==> src/rtl/td4_prog_loader.sv <==
// td4_prog_loader: streams a program image into the 16x8 TD4 instruction store
// and holds the core in reset until the image is complete. Optional checksum: TD4_LOADER_CHECKSUM_EN.
`default_nettype none

module td4_prog_loader #(
  parameter int ADDR_W = 4,
  parameter int DATA_W = 8
) (
  input  logic              clock,
  input  logic              reset,
  input  logic              load_start,
  input  logic [DATA_W-1:0] in_data,
  input  logic              in_valid,
  output logic              in_ready,
  input  logic [ADDR_W-1:0] rd_addr,
  output logic [DATA_W-1:0] rd_data,
  output logic              cpu_run,
  output logic              done,
  output logic              err
);

  localparam int DEPTH = 1 << ADDR_W;

  typedef enum logic [2:0] {
    IDLE  = 3'd0,
    LOAD  = 3'd1,
    CHECK = 3'd2,
    RUN   = 3'd3,
    FAIL  = 3'd4
  } state_t;

  state_t            state, state_nx;
  logic [ADDR_W-1:0] wptr, wptr_nx;
  logic              done_nx;
  logic              xfer;
  logic              last;
  logic [DATA_W-1:0] mem [DEPTH];

  assign xfer = in_valid & in_ready;
  assign last = (wptr == {ADDR_W{1'b1}});

`ifdef TD4_LOADER_CHECKSUM_EN
  logic [DATA_W-1:0] sum;
  logic [DATA_W-1:0] chk;

  assign chk = sum + in_data;

  always_ff @(posedge clock) begin
    if (reset || load_start) begin
      sum <= '0;
    end else if (state == LOAD && xfer) begin
      sum <= sum + in_data;
    end
  end
`endif

  always_comb begin
    state_nx = state;
    wptr_nx  = wptr;
    done_nx  = 1'b0;
    if (load_start) begin
      // a restart always wins over a byte offered in the same cycle
      state_nx = LOAD;
      wptr_nx  = '0;
    end else begin
      case (state)
        LOAD: begin
          if (xfer) begin
            wptr_nx = wptr + 1'b1;
            if (last) begin
`ifdef TD4_LOADER_CHECKSUM_EN
              state_nx = CHECK;
`else
              state_nx = RUN;
              done_nx  = 1'b1;
`endif
            end
          end
        end
`ifdef TD4_LOADER_CHECKSUM_EN
        CHECK: begin
          if (xfer) begin
            if (chk == '0) begin
              state_nx = RUN;
              done_nx  = 1'b1;
            end else begin
              state_nx = FAIL;
            end
          end
        end
`endif
        default: begin
          state_nx = state;
        end
      endcase
    end
  end

  always_ff @(posedge clock) begin
    if (reset) begin
      state    <= IDLE;
      wptr     <= '0;
      done     <= 1'b0;
      in_ready <= 1'b0;
      cpu_run  <= 1'b0;
    end else begin
      state    <= state_nx;
      wptr     <= wptr_nx;
      done     <= done_nx;
      in_ready <= (state_nx == LOAD) || (state_nx == CHECK);
      cpu_run  <= (state_nx == RUN);
    end
  end

`ifdef TD4_LOADER_CHECKSUM_EN
  always_ff @(posedge clock) begin
    if (reset) begin
      err <= 1'b0;
    end else begin
      err <= (state_nx == FAIL);
    end
  end
`else
  assign err = 1'b0;
`endif

  // memory is deliberately never cleared, so a reset mid-load leaves old words behind
  always_ff @(posedge clock) begin
    if (!reset && !load_start && state == LOAD && xfer) begin
      mem[wptr] <= in_data;
    end
  end

  assign rd_data = mem[rd_addr];

endmodule

`default_nettype wire

==> config.mk <==
export PLATFORM = sky130hd
export DESIGN_NAME = td4_prog_loader
export DESIGN_NICKNAME = d
export VERILOG_FILES = /design/src/rtl/td4_prog_loader.sv
export SDC_FILE = /design/constraint.sdc
export NUM_CORES = 1
export LEC_CHECK = 0
export ABC_AREA = 0
export CAP_MARGIN = 20
export CORE_ASPECT_RATIO = 0.75
export CORE_MARGIN = 2
export CORE_UTILIZATION = 40
export DETAILED_ROUTE_END_ITERATION = 8
export PLACE_DENSITY_LB_ADDON = 0.12
export SKIP_CTS_REPAIR_TIMING = 1
export SLEW_MARGIN = 20
export SYNTH_ARGS = -nofsm -noshare
export SYNTH_HDL_FRONTEND = slang
export SYNTH_SLANG_ARGS = --single-unit
==> constraint.sdc <==
create_clock -name clock -period 3.4 [get_ports clock]
set_input_delay 0.68 -clock clock [delete_from_list [all_inputs] [get_ports clock]]
set_output_delay 0.68 -clock clock [all_outputs]
set_load 0.02 [all_outputs]
==> flow_summary.ini <==
[global_route]
grt_first_pass_wirelength_mm = 16.6
antenna_found_initial = 0
grt_max_degree = 33
grt_overflow_total = 0
grt_pass1_vias = 2783
grt_usage = 0.158

[finish]
layout.area.seq_sq_um = 4040
multi_input_area_sq_um = 1340
nets = 336
postLayoutCoreUtil = 0.485
num_antenna_cells = 0
syn2layout_area_growth_pct = 19.4
drive_gt1_frac = 0.174
fillers = 1125

[cts]
clock_sinks = 138
clock_latency_ps = 410
cts_buffers = 17
cts_htree_levels = 4
clock_path_buffers = 2
cts_tree = yes
clk_pin_slew_ps = 60
cts-root-buf = clkbuf_16

[min_path]
holdCritPathClass = reg2reg
worstHoldStart = state[2]

[route]
vias = 2699
wl_per_cell_um = 21.2
drtPass1Iterations = 4
drt_iter0_drc = 133
viasPerCell = 5.37
route.detailed.drc = 0
drt-total-wl_mm = 10.7
final_antenna_net_count = 0

[sta]
finalMaxSlewViolations = 0
setup_viol = 0
fmax_mhz = 299
layout_min_cycle_time_ps = 3340
fin_skew_ps = 6.59
worst_slew_pin_slew_ps = 659
rsz0062_at_grt = no
fin_setup_tns_ps = 0
finalHoldViolCount = 0
period_share = 0.983
slew_headroom = 0.557

[critical_path]
cpLargestDelayFamily = buffers and inverters
arrival_ps = 2660
cp_slowest_cell = clkdlybuf4s50_1
slowest_delay_ps = 560
setup.worst_path.class = in2out
start_kind = input pin
cp_num_buf_inv = 3
startpoint = rd_addr[1]
r2r_slack_ps = 1230
crit_path_cell_trace = clkdlybuf4s50_1, buf_12, mux4_1, a22oi_1, nand2_1, clkdlybuf4s50_1
path_max_fanout = 32
path_common_cell = clkdlybuf4s50_1
required_ps = 2720
worst_setup_path_end_kind = primary output
r2r-start = state[1]

[outcome]
status = completed

[yosys]
synth-seq-cells = 138
yosysWarnings = 0
ys_seq_area_frac = 0.735
synth.area.top_cells = edfxtp_1, mux4_1, mux4_2, dfxtp_1, a22oi_1
syn-instance-count = 271
syn_nets = 291
yosysTopAreaCell = edfxtp_1
synth_top_cell_area_share = 0.698
syn_area_per_cell_sq_um = 20.3
yosysUniqueCellTypes = 38
synthesis.area_sq_um = 5500

[place]
gp_congestion = 0.731
io_buffer_count = 26
dp_hpwl_mm = 6.84

[die]
dieHeight_um = 106
core_area_sq_um = 13600
rows = 37
die_w_um = 139
dieArea_sq_um = 14700
initial_utilization = 0.406
num_io_pins = 28

[pwr]
p_leak_uw = 0.00219
seqPwrFrac = 0.496
comb_power_share = 0.049
ir_drop_v = 0.000344
clkPwrFrac = 0.454
internal_power_uw = 3010
p_per_area_nw_per_um2 = 570
switching_share = 0.198
p_switching_uw = 740

[flow_run]
maxCapViolCount = 0
-- final timing paths --
path                                   end  cells after the start
worst max register to register   mem[5][1]                      4
worst max-delay path            rd_data[6]                      6
worst min register to register    state[2]                      2
worst min-delay path              state[2]                      2
-- cell type report --
class / count / share of cell area
Inverter: 5 / 0.00286
Sequential cell: 138 / 0.615
Multi-Input combinational cell: 115 / 0.204
Clock inverter: 10 / 0.0156
Clock buffer: 21 / 0.0670
Tap cell: 175 / 0.0333
Timing Repair Buffer: 39 / 0.0621
-- layout by cell type (no fill, tap or decap), drive strengths merged, types with 2 or more instances in the layout --
cell,count
a21oi,3
a22oi,16
and2,18
buf,14
bufinv,2
clkbuf,21
clkdlybuf4s50,23
clkinv,6
clkinvlp,2
dfxtp,10
dlymetal6s2s,2
edfxtp,128
ha,4
inv,5
mux4,32
nand2,9
nand3,2
nor2,5
nor2b,2
nor4,5
o21ai,2
-- registers in the layout, summed over array words and instances, names as in the netlist --
signal / flops
wptr: 4
state: 3
mem: 128
cpu_run: 1
in_ready: 1
done: 1
-- worst reg2reg max path, stage by stage, from the launching register on --
cell	delay (ps)
dfxtp_1	330
nand3b_1	320
nor4_1	530
buf_4	210
and2_1	430
-- routing by layer --
layer | track usage | routed length [um] | vias to the layer above
li1 | - | - | 1215
met1 | 0.216 | 5080 | 1419
met2 | 0.239 | 5010 | 48
met3 | 0.0550 | 444 | 17
met4 | 0.0548 | 145 | 0
met5 | 0 | 0 | -
-- cells by family (layout without fill, tap and decap cells) --
logic type | Yosys count | in the layout | share of synthesized area
other | 1 | 1 | 0.000681
AND/OR/NAND/NOR | 53 | 53 | 0.0577
flip-flops | 138 | 138 | 0.735
multiplexers | 33 | 33 | 0.145
buffers and inverters | 18 | 75 | 0.0218
AO/OA/AOI/OAI | 24 | 24 | 0.0309
adder cells (fa/ha/maj) | 4 | 4 | 0.00909
-- stage by stage --
step | instance area, sq um | std cells | hold slack, ps | total power (uW) | worst slack, ps
floorplan | 5500 | 271 | 444 | 1990 | 917
global placement | 6020 | 472 | 460 | 2080 | 29.2
detailed placement | 6020 | 472 | 472 | 2080 | 47.6
CTS | 6570 | 503 | 481 | 3780 | 36.0
global route | 6570 | 503 | 498 | 3870 | 6.40
finish | 6570 | 503 | 480 | 3750 | 57.6
-- power by group through the flow --
stage | sequential [uW] | clock (uW) | combinational [uW]
after floorplan | 1900 | 0 | 98.1
after global placement | 1890 | 0 | 188
after detailed placement | 1890 | 0 | 189
after CTS | 1860 | 1740 | 189
after global routing | 1860 | 1810 | 200
final | 1860 | 1700 | 185
-- cells in the mapped netlist (all sizes together) --
cell,count
nor2b,2
nor2,5
and2,18
a31oi,1
and3,1
a22oi,16
edfxtp,128
buf,8
mux4,32
and2b,1
nand3,2
inv,5
nand2,9
nand4,1
a221o,1
mux2i,1
and4,1
nand2b,1
or3b,1
clkbuf,2
nor4b,1
o21ai,2
nand3b,1
dfxtp,10
nor4,5
nor3,1
ha,4
clkdlybuf4s25,3
or3,1
conb,1
a21oi,3
and3b,1
or2,1
a31o,1
Note: power is estimated with default switching activity, not from simulation.
